`config.mk`:
```
export PLATFORM = sky130hd
export DESIGN_NAME = decode_queue
export DESIGN_NICKNAME = d
export VERILOG_FILES = /design/src/rtl/decode_queue_pkg.sv /design/src/rtl/decode_queue_inst_decode.sv /design/src/rtl/decode_queue.sv
export SDC_FILE = /design/constraint.sdc
export NUM_CORES = 1
export LEC_CHECK = 0
export ABC_CLOCK_PERIOD_IN_PS = 4450
export CAP_MARGIN = 25
export CORE_UTILIZATION = 40
export CTS_CLUSTER_DIAMETER = 100
export DETAILED_ROUTE_END_ITERATION = 10
export HOLD_SLACK_MARGIN = 0.15
export PLACE_DENSITY = 0.71
export SLEW_MARGIN = 20
export SYNTH_ARGS = -nofsm -noshare
export SYNTH_HDL_FRONTEND = slang
export SYNTH_SLANG_ARGS = --single-unit
```
`constraint.sdc`:
```
create_clock -name clk -period 4.45 [get_ports clk]
set_input_delay 0.6675 -clock clk [delete_from_list [all_inputs] [get_ports clk]]
set_output_delay 0.6675 -clock clk [all_outputs]
set_load 0.005 [all_outputs]
```
`src/rtl/decode_queue_pkg.sv`:
```
// Shared types for the decode queue: instruction formats, operation codes and the
// decoded packet that travels from the decoder into the FIFO.
package decode_queue_pkg;

    localparam logic TRUE  = 1'b1;
    localparam logic FALSE = 1'b0;

    typedef logic [31:0] word_t;
    typedef logic [4:0]  reg_idx_t;

    // TYPE_NONE is zero so a cleared packet reads as "no format"
    typedef enum logic [2:0] {
        TYPE_NONE = 3'd0,
        TYPE_R, TYPE_I, TYPE_S, TYPE_B, TYPE_U, TYPE_J
    } inst_ty_t;

    typedef enum logic [5:0] {
        OPT_NOP = 6'd0,
        OPT_LUI, OPT_AUIPC, OPT_JAL, OPT_JALR,
        OPT_BEQ, OPT_BNE, OPT_BLT, OPT_BGE, OPT_BLTU, OPT_BGEU,
        OPT_LB, OPT_LH, OPT_LW, OPT_LBU, OPT_LHU,
        OPT_SB, OPT_SH, OPT_SW,
        OPT_ADDI, OPT_SLTI, OPT_SLTIU, OPT_XORI, OPT_ORI, OPT_ANDI,
        OPT_SLLI, OPT_SRLI, OPT_SRAI,
        OPT_ADD, OPT_SUB, OPT_SLL, OPT_SLT, OPT_SLTU, OPT_XOR, OPT_OR, OPT_AND,
        OPT_SRL, OPT_SRA
    } inst_opt_t;

    localparam logic [6:0] OPC_LUI    = 7'b0110111;
    localparam logic [6:0] OPC_AUIPC  = 7'b0010111;
    localparam logic [6:0] OPC_JAL    = 7'b1101111;
    localparam logic [6:0] OPC_JALR   = 7'b1100111;
    localparam logic [6:0] OPC_BRANCH = 7'b1100011;
    localparam logic [6:0] OPC_LOAD   = 7'b0000011;
    localparam logic [6:0] OPC_STORE  = 7'b0100011;
    localparam logic [6:0] OPC_OPIMM  = 7'b0010011;
    localparam logic [6:0] OPC_OP     = 7'b0110011;
    localparam logic [6:0] OPC_MISC   = 7'b0001111;

    typedef struct packed {
        inst_ty_t  ty;
        inst_opt_t opt;
        reg_idx_t  rd;
        reg_idx_t  rs1;
        reg_idx_t  rs2;
        word_t     imm;
        logic      is_ls;
        logic      illegal;
    } dec_pkt_t;

endpackage

```
`src/rtl/decode_queue_inst_decode.sv`:
```
// Combinational RV32I decoder: raw word in, canonicalised packet out.
// Illegal words collapse to an all-zero packet with only the illegal flag set.
module decode_queue_inst_decode
    import decode_queue_pkg::*;
(
    input  logic [31:0] i_inst,
    output dec_pkt_t    o_dec
);

    logic [6:0] w_opc;
    logic [2:0] w_f3;
    logic [6:0] w_f7;
    inst_ty_t   w_ty;
    inst_opt_t  w_opt;
    logic       w_ill;
    logic       w_is_ls;
    logic       w_shift;
    word_t      w_imm;

    assign w_opc = i_inst[6:0];
    assign w_f3  = i_inst[14:12];
    assign w_f7  = i_inst[31:25];

    always_comb begin
        w_ty    = TYPE_NONE;
        w_opt   = OPT_NOP;
        w_ill   = FALSE;
        w_is_ls = FALSE;
        w_shift = FALSE;
        if (i_inst[1:0] != 2'b11) begin
            w_ill = TRUE;
        end else begin
            case (w_opc)
                OPC_LUI:   begin w_ty = TYPE_U; w_opt = OPT_LUI;   end
                OPC_AUIPC: begin w_ty = TYPE_U; w_opt = OPT_AUIPC; end
                OPC_JAL:   begin w_ty = TYPE_J; w_opt = OPT_JAL;   end
                OPC_JALR: begin
                    w_ty  = TYPE_I;
                    w_opt = OPT_JALR;
                    w_ill = (w_f3 != 3'd0);
                end
                OPC_BRANCH: begin
                    w_ty = TYPE_B;
                    case (w_f3)
                        3'd0:    w_opt = OPT_BEQ;
                        3'd1:    w_opt = OPT_BNE;
                        3'd4:    w_opt = OPT_BLT;
                        3'd5:    w_opt = OPT_BGE;
                        3'd6:    w_opt = OPT_BLTU;
                        3'd7:    w_opt = OPT_BGEU;
                        default: w_ill = TRUE;
                    endcase
                end
                OPC_LOAD: begin
                    w_ty    = TYPE_I;
                    w_is_ls = TRUE;
                    case (w_f3)
                        3'd0:    w_opt = OPT_LB;
                        3'd1:    w_opt = OPT_LH;
                        3'd2:    w_opt = OPT_LW;
                        3'd4:    w_opt = OPT_LBU;
                        3'd5:    w_opt = OPT_LHU;
                        default: w_ill = TRUE;
                    endcase
                end
                OPC_STORE: begin
                    w_ty    = TYPE_S;
                    w_is_ls = TRUE;
                    case (w_f3)
                        3'd0:    w_opt = OPT_SB;
                        3'd1:    w_opt = OPT_SH;
                        3'd2:    w_opt = OPT_SW;
                        default: w_ill = TRUE;
                    endcase
                end
                OPC_OPIMM: begin
                    w_ty = TYPE_I;
                    case (w_f3)
                        3'd0: w_opt = OPT_ADDI;
                        3'd2: w_opt = OPT_SLTI;
                        3'd3: w_opt = OPT_SLTIU;
                        3'd4: w_opt = OPT_XORI;
                        3'd6: w_opt = OPT_ORI;
                        3'd7: w_opt = OPT_ANDI;
                        3'd1: begin
                            w_shift = TRUE;
                            w_opt   = OPT_SLLI;
                            w_ill   = (w_f7 != 7'h00);
                        end
                        default: begin
                            w_shift = TRUE;
                            w_opt   = (w_f7 == 7'h20) ? OPT_SRAI : OPT_SRLI;
                            w_ill   = (w_f7 != 7'h00) && (w_f7 != 7'h20);
                        end
                    endcase
                end
                OPC_OP: begin
                    w_ty = TYPE_R;
                    if (w_f7 == 7'h00) begin
                        case (w_f3)
                            3'd0:    w_opt = OPT_ADD;
                            3'd1:    w_opt = OPT_SLL;
                            3'd2:    w_opt = OPT_SLT;
                            3'd3:    w_opt = OPT_SLTU;
                            3'd4:    w_opt = OPT_XOR;
                            3'd5:    w_opt = OPT_SRL;
                            3'd6:    w_opt = OPT_OR;
                            default: w_opt = OPT_AND;
                        endcase
                    end else if (w_f7 == 7'h20 && w_f3 == 3'd0) begin
                        w_opt = OPT_SUB;
                    end else if (w_f7 == 7'h20 && w_f3 == 3'd5) begin
                        w_opt = OPT_SRA;
                    end else begin
                        w_ill = TRUE;
                    end
                end
                OPC_MISC: ;
                default: w_ill = TRUE;
            endcase
        end
        if (w_ill) begin
            w_ty    = TYPE_NONE;
            w_opt   = OPT_NOP;
            w_is_ls = FALSE;
            w_shift = FALSE;
        end
    end

    always_comb begin
        w_imm = '0;
        case (w_ty)
            TYPE_I:  w_imm = w_shift ? {27'd0, i_inst[24:20]}
                                     : {{20{i_inst[31]}}, i_inst[31:20]};
            TYPE_S:  w_imm = {{20{i_inst[31]}}, i_inst[31:25], i_inst[11:7]};
            TYPE_B:  w_imm = {{19{i_inst[31]}}, i_inst[31], i_inst[7],
                              i_inst[30:25], i_inst[11:8], 1'b0};
            TYPE_U:  w_imm = {i_inst[31:12], 12'd0};
            TYPE_J:  w_imm = {{11{i_inst[31]}}, i_inst[31], i_inst[19:12],
                              i_inst[20], i_inst[30:21], 1'b0};
            default: w_imm = '0;
        endcase
    end

    // Fields a format does not use are forced to x0 so dispatch never sees false dependencies
    always_comb begin
        o_dec         = '0;
        o_dec.ty      = w_ty;
        o_dec.opt     = w_opt;
        o_dec.imm     = w_imm;
        o_dec.is_ls   = w_is_ls;
        o_dec.illegal = w_ill;
        o_dec.rd  = (w_ty inside {TYPE_R, TYPE_I, TYPE_U, TYPE_J}) ? i_inst[11:7]  : 5'd0;
        o_dec.rs1 = (w_ty inside {TYPE_R, TYPE_I, TYPE_S, TYPE_B}) ? i_inst[19:15] : 5'd0;
        o_dec.rs2 = (w_ty inside {TYPE_R, TYPE_S, TYPE_B})         ? i_inst[24:20] : 5'd0;
    end

endmodule

```
`src/rtl/decode_queue.sv`:
```
// Registered decode stage: instructions are decoded on entry and held in a small FIFO
// between fetch and dispatch, with flush and a global rdy freeze.
module decode_queue
    import decode_queue_pkg::*;
#(
    parameter int QUEUE_DEPTH = 4,
    parameter int XLEN        = 32
) (
    input  logic                         clk,
    input  logic                         rst,
    input  logic                         rdy,
    input  logic                         flush,
    input  logic                         in_valid,
    output logic                         in_ready,
    input  logic [XLEN-1:0]              in_inst,
    input  logic [XLEN-1:0]              in_pc,
    input  logic                         in_pred_taken,
    output logic                         out_valid,
    input  logic                         out_ready,
    output inst_ty_t                     out_ty,
    output inst_opt_t                    out_opt,
    output reg_idx_t                     out_rd,
    output reg_idx_t                     out_rs1,
    output reg_idx_t                     out_rs2,
    output logic [XLEN-1:0]              out_imm,
    output logic                         out_is_ls,
    output logic                         out_illegal,
    output logic [XLEN-1:0]              out_pc,
    output logic                         out_pred_taken,
    output logic [$clog2(QUEUE_DEPTH):0] count
);

    localparam int PW = $clog2(QUEUE_DEPTH);
    localparam int CW = PW + 1;

    dec_pkt_t          r_mem      [QUEUE_DEPTH];
    logic [XLEN-1:0]   r_pc_mem   [QUEUE_DEPTH];
    logic              r_pred_mem [QUEUE_DEPTH];
    logic [PW-1:0]     r_head;
    logic [PW-1:0]     r_tail;
    logic [CW-1:0]     r_count;

    dec_pkt_t          w_dec;
    dec_pkt_t          w_head;
    logic              w_push;
    logic              w_pop;

    decode_queue_inst_decode u_dec (
        .i_inst (in_inst[31:0]),
        .o_dec  (w_dec)
    );

    // Full blocks input even if the head pops this cycle: no pass-through of a freed slot
    assign in_ready  = rdy & ~flush & (r_count < CW'(QUEUE_DEPTH));
    assign out_valid = rdy & (r_count != '0);
    assign w_push    = in_valid & in_ready;
    assign w_pop     = out_valid & out_ready;

    always_ff @(posedge clk) begin
        if (rst) begin
            for (int i = 0; i < QUEUE_DEPTH; i++) begin
                r_mem[i]      <= '0;
                r_pc_mem[i]   <= '0;
                r_pred_mem[i] <= 1'b0;
            end
            r_head  <= '0;
            r_tail  <= '0;
            r_count <= '0;
        end else if (rdy) begin
            if (flush) begin
                r_head  <= '0;
                r_tail  <= '0;
                r_count <= '0;
            end else begin
                if (w_push) begin
                    r_mem[r_tail]      <= w_dec;
                    r_pc_mem[r_tail]   <= in_pc;
                    r_pred_mem[r_tail] <= in_pred_taken;
                    r_tail             <= r_tail + PW'(1);
                end
                if (w_pop) begin
                    r_head <= r_head + PW'(1);
                end
                case ({w_push, w_pop})
                    2'b10:   r_count <= r_count + CW'(1);
                    2'b01:   r_count <= r_count - CW'(1);
                    default: r_count <= r_count;
                endcase
            end
        end
    end

    assign w_head         = r_mem[r_head];
    assign out_ty         = w_head.ty;
    assign out_opt        = w_head.opt;
    assign out_rd         = w_head.rd;
    assign out_rs1        = w_head.rs1;
    assign out_rs2        = w_head.rs2;
    assign out_imm        = XLEN'(w_head.imm);
    assign out_is_ls      = w_head.is_ls;
    assign out_illegal    = w_head.illegal;
    assign out_pc         = r_pc_mem[r_head];
    assign out_pred_taken = r_pred_mem[r_head];
    assign count          = r_count;

endmodule
```
# Word-level counts from Yosys, hierarchy flattened
# Memory sizes are Yosys's and may differ from the RTL's. A register that Yosys moved wholly into a read port is not among the register bits.
# Index checks and enable logic that the tools add are counted.
[op_classes]
n_eq_ne = 28
addsub = 4
n_mux = 64
magnitude_cmp = 1
reduce_logical = 28
bitwise_logic = 6
[ops]
columns = ["cell", "n"]
rows = [
  ["32-bit case mux with 5 select lines", 1],
  ["6-bit case mux with 7 select lines", 2],
  ["32-bit two-way mux", 2],
  ["58-bit two-way mux", 1],
  ["58-bit OR reduction", 1],
  ["6-bit case mux with 9 select lines", 1],
  ["32-bit OR reduction", 1],
  ["6-bit two-way mux", 5],
  ["7-bit by 6-bit == test with 1-bit output (second input constant)", 4],
  ["1-bit two-way mux", 26],
  ["2-bit two-way mux", 13],
  ["4-bit case mux with 6 select lines", 1],
  ["3-bit == test (second input constant)", 7],
  ["7-bit == test (second input constant)", 3],
  ["4-bit case mux with 5 select lines", 1],
  ["3-bit case mux with 6 select lines", 1],
  ["5-bit two-way mux", 3],
  ["5-bit case mux with 3 select lines", 1],
  ["7-bit by 5-bit == test with 1-bit output (second input constant)", 2],
  ["3-bit by 2-bit == test with 1-bit output (second input constant)", 4],
  ["3-bit nonzero test", 4],
  ["6-bit OR reduction", 2],
  ["3-bit two-way mux", 3],
  ["4-bit nonzero test", 2],
  ["27 further kinds", 40],
]
[totals]
register_bits = 7
out_inout_bits = 96
mem_count = 3
mem_bits_rw = 364
[mem_list]
columns = ["memory", "depth", "width", "read_ports", "rd_ports_with_merged_regs", "wr", "line", "source"]
rows = [
  ["r_mem", 4, 58, 1, 1, 4, "decode_queue.sv:36", "dec_pkt_t r_mem [QUEUE_DEPTH];"],
  ["r_pc_mem", 4, 32, 1, 1, 4, "decode_queue.sv:37", "logic [XLEN-1:0] r_pc_mem [QUEUE_DEPTH];"],
  ["r_pred_mem", 4, 1, 1, 1, 4, "decode_queue.sv:38", "logic r_pred_mem [QUEUE_DEPTH];"],
]

# Logic depth before layout (Yosys ltp)
# Gate-level depths: netlist of run 1.
[depth]
word_depth = 12
ltp_mapped = 11

# Cells and area by module
# From an unflattened synthesis of run 1, not the netlist that was laid out.
[hier_totals]
cells_unflattened = 1211
hier_area_um2 = 17670.7
[modules_own_cells]
columns = ["mod", "cells_per_inst", "n_inst", "area_per_inst_um2"]
rows = [
  ["decode_queue", 966, 1, 16283.1],
  ["decode_queue_inst_decode", 245, 1, 1387.6],
]

# Worst setup path after synthesis of run 1
# No wires, ideal clock.
[synth_path]
path_kind = "input to register"
startpoint = "in flush"
endpoint = "mem r_mem[1][0] (netlist bit), enable pin"
setup_ps = 465
arrival_ps = 4014
path_stages = 8
required_ps = 3985
setup_slack_ps = -29
path_cell_list = "clkbuf_1 nor3b_2 and2_1 buf_2 nand2_1 or3_1 clkbuf_1 nand2b_1"
[synth_lines]
columns = ["item", "line", "source"]
rows = [
  ["from (decl)", "decode_queue.sv:12", "input logic flush,"],
  ["to (decl)", "decode_queue.sv:36", ""],
]

==> flow_summary.json, run 1 <==
{
  "status": "finished clean",
  "r2r_setup_slack_ps": 1750,
  "maxSlewViolCount": 0,
  "die_h_um": 211.7,
  "numCtsBuffers": 41,
  "grt_pass1_wl_mm": 68.37,
  "antenna_found_initial": 0,
  "drc": 0,
  "syn_area_per_cell_um2": 14.08,
  "postRouteAntennaNets": 0,
  "root_buffer": "clkbuf_16",
  "via_per_inst": 5.728,
  "place.gp.congestion": 0.8298,
  "chipWidth_um": 211.7,
  "power_frac_seq_pct": 50.6,
  "rr_worst_depth": 5,
  "power.density_nw_per_um2": 372.4,
  "final_nets": 1461,
  "leakagePower_nw": 7.209,
  "arrival_ps": 2910,
  "power_switching_share_pct": 21.84,
  "net-switching-power_mw": 1.738,
  "htreeDepth": 2,
  "fmax_ghz": 0.2792,
  "synth-edff-count": 364,
  "multi_input_area_um2": 6028,
  "async_reset_ff_share_pct": 0,
  "worst_pin_slew_ps": 649.2,
  "wl_per_cell_um": 22.49,
  "fin_crit_sh_pct": 80.50,
  "total_power_mw": 7.959,
  "rsz0062_at_grt": "no",
  "crit_type": "flip-flop to output port",
  "drv_cap": 0,
  "hp-class": "flip-flop to flip-flop",
  "hold_depth": 1,
  "syn_nets": 1321,
  "pin_count": 167,
  "synth-main-ff-cell": "edfxtp_1",
  "dieArea_um2": 44810,
  "tritoncts": "yes",
  "dr.pass1.iters": 5,
  "portBuffers": 166,
  "drtIter0Drc": 1091,
  "internal_power_mw": 6.220,
  "cts_resized": 0,
  "insertion_delay_ps": 570,
  "syn_area_um2": 17590,
  "vdd_drop_max_uv": 321.4,
  "path_clk_slew_ps": 50,
  "start_util_pct": 40.73,
  "cts_sinks": 373,
  "clock_skew_ps": 14.33,
  "drive_above_1_share_pct": 15.73,
  "synth_cells": 1249,
  "seq_area_frac_synth_pct": 63.18,
  "pwr-share-clk_pct": 42.8,
  "yosys_warnings": 0,
  "finalSetupTns_ps": 0,
  "ys_ff_latch": 373,
  "hold_buffers": 0,
  "hold_violations": 0,
  "clockBufferDepth": 3,
  "cp.required_ps": 3780,
  "syn_to_final_growth_pct": 21.52,
  "cp-end-kind": "output port",
  "hold_path.startpoint": "r_head[1]$_SDFFE_PP0P_",
  "via_count": 11473,
  "first_global_vias": 11730,
  "min_period_ps": 3582,
  "combPwrFrac_pct": 6.6,
  "r2r-start": "r_tail[1]$_SDFFE_PP0P_",
  "rows": 76,
  "core_area_um2": 43170,
  "grt-ovfl-total": 0,
  "num-fill-cells": 3725,
  "worstPathMaxFanout": 26,
  "grt_usage_pct": 20.26,
  "reg2reg_to": "r_mem[2][3]$_SDFFCE_PN0P_",
  "dp_hpwl_mm": 27.10,
  "cts_setup_buffers": 0,
  "start_kind": "flip-flop",
  "ys_types": 64,
  "setup_viol": 0,
  "slew_headroom_pct": 56.58,
  "grt_max_degree": 74,
  "n_antenna_cell": 0,
  "final-seq-area_um2": 11120,
  "routed_wl_mm": 45.05
}
## flip-flops by register name, summed over array words and instances, names as in the netlist, named ones only
name        cells
r_tail          2
r_head          2
r_pred_mem      4
r_pc_mem      128
r_mem         232
count           3
## power by group through the flow
stage          Clock (mW)  Combinational, mW  Sequential [mW]
2_1_floorplan           0              0.236             4.10
3_3_place_gp            0              0.522             4.09
3_5_place_dp            0              0.524             4.10
4_1_cts              3.47              0.527             4.03
5_1_grt              3.60              0.558             4.04
6_report             3.41              0.522             4.03
## layer usage
| layer | wire length [um] | vias up | global-route usage (%) |
|---|---|---|---|
| met4 | 987 | 0 | 6.722 |
| met2 | 22380 | 417 | 33.86 |
| met1 | 18910 | 5799 | 27.02 |
| met3 | 2768 | 66 | 3.160 |
| met5 | 0 | - | 0 |
| li1 | - | 5191 | - |
## cells by family after synthesis
group / share of synthesized area, %
and+or+nand+nor: 15.35
DFF: 63.18
AOI/OAI and AO/OA: 6.453
buffers and inverters: 2.938
muxes: 11.71
xor gates and xnor gates: 0.2490
adders and majority gates: 0.1138
## metrics by stage
step / setup WS [ps] / area [um2] / hold slack (ps) / util [%] / instances
after floorplan: 5.273 / 17590 / 441.0 / - / 1249
after global placement: 775.6 / 20050 / 452.2 / 46.43 / 1931
final: 867.7 / 21370 / 477.0 / 49.50 / 2003
after CTS: 753.5 / 21370 / 477.0 / 49.50 / 2003
after global routing: 707.6 / 21370 / 491.7 / 49.50 / 2003
after detailed placement: 703.7 / 20050 / 467.1 / 46.43 / 1931
## final cells by class
type / count / share of cell area (%)
tap: 585 / 3.425
inverter: 6 / 0.1054
clock buffer: 47 / 4.906
sequential: 373 / 52.03
multi-input combinational: 755 / 28.21
clock inverter: 25 / 1.294
timing repair buffer: 212 / 10.04
## placed cells by master, fill, tap and decap left out, types with 6 or more instances in the layout
cell	count
inv_1	6
nor2_1	51
nand4_1	6
nand3_1	6
clkbuf_1	6
nor3_1	62
buf_4	35
a211oi_1	40
and2_1	93
nor3b_1	15
mux4_2	91
dfxtp_1	7
clkbuf_16	41
nor4_1	39
nand2b_1	6
a21oi_1	84
clkdlybuf4s50_1	166
edfxtp_1	364
buf_12	11
and3_1	88
o21ai_0	13
nand2_1	76
clkinv_2	9
## worst max path at each step
stage | from | end | cells after the start
6_report | flip-flop | out_rs2[2] | 3
5_1_grt | flip-flop | out_imm[12] | 3
4_1_cts | flip-flop | out_rs2[2] | 3
3_5_place_dp | in_inst[5] | r_mem[1][7]$_SDFFCE_PN0P_ | 9
3_3_place_gp | in_inst[5] | r_mem[1][7]$_SDFFCE_PN0P_ | 9
2_1_floorplan | flush | r_mem[2][0]$_SDFFCE_PN0P_ | 8
## Yosys cell counts (all sizes together), types with 16 or more instances
library cell	count	share of area, %
a211oi	41	1.8
a21oi	84	2.4
and2	93	3.3
and3	88	3.1
buf	48	1.4
clkbuf	67	1.4
edfxtp	364	62
mux4	91	12
nand2	76	1.6
nor2	53	1.1
nor3	66	1.9
nor3b	16	0.71
nor4	39	1.4
## critical path, cell delays in order (launching register included)
cell	delay, ps
dfxtp_4	730
buf_4	480
mux4_2	600
clkdlybuf4s50_1	530
(Power assumes the default switching activity.)
==> run 2: changes to the inputs <==
- ABC_CLOCK_PERIOD_IN_PS: 4450 -> 3320
- PLACE_DENSITY: 0.71 -> 0.69
- clock period: 4.45 -> 3.32 ns (I/O delays scaled with it)
==> flow_summary.json, run 2 (synthesis gave the netlist of run 1 again) <==
{
  "met1_length_mm": 18.98,
  "r2r-start": "count[2]$_SDFFE_PP0P_",
  "root_buffer": "clkbuf_16",
  "cp.required_ps": 2820,
  "final_cell_count_no_fill": 2051,
  "antenna_found_initial": 1,
  "layout_common_cells": "364 x edfxtp_1, 166 x clkdlybuf4s50_1, 93 x and2_1, 91 x mux4_2, 88 x and3_1",
  "n_antenna_cell": 0,
  "pwr-share-clk_pct": 42.3,
  "chipWidth_um": 211.7,
  "vdd_drop_max_uv": 285.6,
  "portBuffers": 166,
  "numCtsBuffers": 41,
  "fmax_ghz": 0.3387,
  "arrival_ps": 2450,
  "via_per_inst": 5.627,
  "worst_path_max_delay_cell": "mux4_2",
  "power.density_nw_per_um2": 487.7,
  "hp-class": "flip-flop to flip-flop",
  "syn_to_final_growth_pct": 23.97,
  "routed_wl_mm": 45.34,
  "rows": 76,
  "die_h_um": 211.7,
  "wl_met3_mm": 3.169,
  "worstPathMaxFanout": 15,
  "dr.pass1.iters": 5,
  "setup_viol": 0,
  "topRoutingLayerUsed": "met5",
  "rsz0062_at_grt": "no",
  "grt_max_degree": 76,
  "htreeDepth": 2,
  "core_area_um2": 43170,
  "first_global_vias": 11803,
  "status": "finished clean",
  "via_count": 11540,
  "layout.cells.most_common": "edfxtp_1",
  "drtIter0Drc": 1077,
  "drive_above_1_share_pct": 18.21,
  "net-switching-power_mw": 2.342,
  "rr_worst_depth": 6,
  "start_util_pct": 40.73,
  "cts_setup_buffers": 0,
  "dr_wl_met2_mm": 22.31,
  "cts_resized": 0,
  "internal_power_mw": 8.290,
  "tritoncts": "yes",
  "place.gp.congestion": 0.8613,
  "grt-ovfl-total": 0,
  "hold_violations": 0,
  "reg.largest.list": "r_mem x232, r_pc_mem x128, r_pred_mem x4",
  "finalSetupTns_ps": 0,
  "clock_skew_ps": 26.70,
  "postRouteAntennaNets": 0,
  "combPwrFrac_pct": 6.9,
  "start_kind": "flip-flop",
  "reg2reg_to": "r_mem[0][45]$_SDFFCE_PN0P_",
  "drc": 0,
  "dp.cells": 1976,
  "final-seq-area_um2": 11120,
  "grt_pass1_wl_mm": 69.53,
  "dp_hpwl_mm": 28.33,
  "num-fill-cells": 3777,
  "largest_reg_flops": 232,
  "final_nets": 1506,
  "largest-register": "r_mem",
  "hold_path.startpoint": "r_head[1]$_SDFFE_PP0P_",
  "drv_cap": 0,
  "slew_headroom_pct": 54.41,
  "leakagePower_nw": 7.440,
  "worst_pin_slew_ps": 677.6,
  "cp_slowest_stage_delay_ps": 600,
  "multi_input_area_um2": 6028,
  "hold_depth": 1,
  "power_frac_seq_pct": 50.8,
  "min_period_ps": 2952,
  "hold_buffers": 0,
  "place_area_um2": 20480,
  "wl_per_cell_um": 22.10,
  "r2r_setup_slack_ps": 890,
  "crit_chain": "buf_4 > mux4_2 > clkdlybuf4s50_1",
  "cts_sinks": 373,
  "maxSlewViolCount": 0,
  "path_clk_slew_ps": 60,
  "grt_usage_pct": 20.60,
  "pin_count": 167,
  "clockBufferDepth": 3,
  "dieArea_um2": 44810,
  "stdcell_area_um2": 21800,
  "power_switching_share_pct": 22.03,
  "cp-end-kind": "output port",
  "crit_type": "flip-flop to output port",
  "insertion_delay_ps": 570,
  "fin_crit_sh_pct": 88.92
}
[run 2: cell count changes in the layout (fill, tap and decap cells not counted)]
cell and change:
buf_4 +37, buf_12 +8, clkinv_1 +3, clkinvlp_4 +3, clkinv_2 -2, clkinv_8 +2
bufinv_16 -1, clkbuf_1 +1, clkinv_4 -1, inv_16 -1, inv_6 -1
[run 2: through the flow]
step                      hold slack [ps]  utilization (%)  worst slack [ps]  power, mW
after CTS                           493.1            50.50             288.9      10.72
final                               488.5            50.50             367.8      10.63
after detailed placement            482.6            47.45             66.31      6.238
after floorplan                     441.0                -             29.68      5.803
after global routing                538.4            50.50             239.5      10.95
after global placement              467.5            47.45             133.7      6.220
[run 2: power by group through the flow]
stage                     Combinational (mW)  Clock, mW  Sequential [mW]
after CTS                              0.744       4.58             5.40
after detailed placement               0.739          0             5.50
after floorplan                        0.317          0             5.49
after global placement                 0.735          0             5.48
final                                  0.736       4.50             5.40
after global routing                   0.788       4.75             5.41
[run 2: final cells by class]
class | count | area share, %
repair buffers | 257 | 11.85
well taps | 585 | 3.357
flip-flops and latches | 373 | 51.00
clock buffers | 48 | 4.827
clock inverters | 27 | 1.217
inverters | 6 | 0.1033
multi-input cells | 755 | 27.65
[run 2: worst max-delay path by stage]
stage	start	end	slack, ps	cells after the start
after global placement	in_inst[4]	r_mem[2][9]$_SDFFCE_PN0P_	130	9
final	flip-flop	out_imm[19]	370	3
after detailed placement	in_inst[2]	r_mem[0][33]$_SDFFCE_PN0P_	70	9
after CTS	flip-flop	out_rd[0]	290	3
after floorplan	flush	r_mem[1][0]$_SDFFCE_PN0P_	30	8
after global routing	flip-flop	out_imm[16]	240	3
[run 2: layer usage]
layer / GRT usage (%) / vias to the layer above
met5: 0 / -
met4: 5.822 / 2
met3: 3.501 / 58
met2: 34.37 / 463
met1: 27.72 / 5740
li1: - / 5277
[run 2: critical path: cells and delay by family (launching register included)]
kind | cells | cell delay (ps)
buffers and inverters | 2 | 830
muxes | 1 | 600
DFF | 1 | 470
==> run 3: changes to the inputs <==
- HOLD_SLACK_MARGIN: 0.15 -> 0.03
==> results of run 3 <==
Final layout, timing and power as in run 2 (identical DEF).
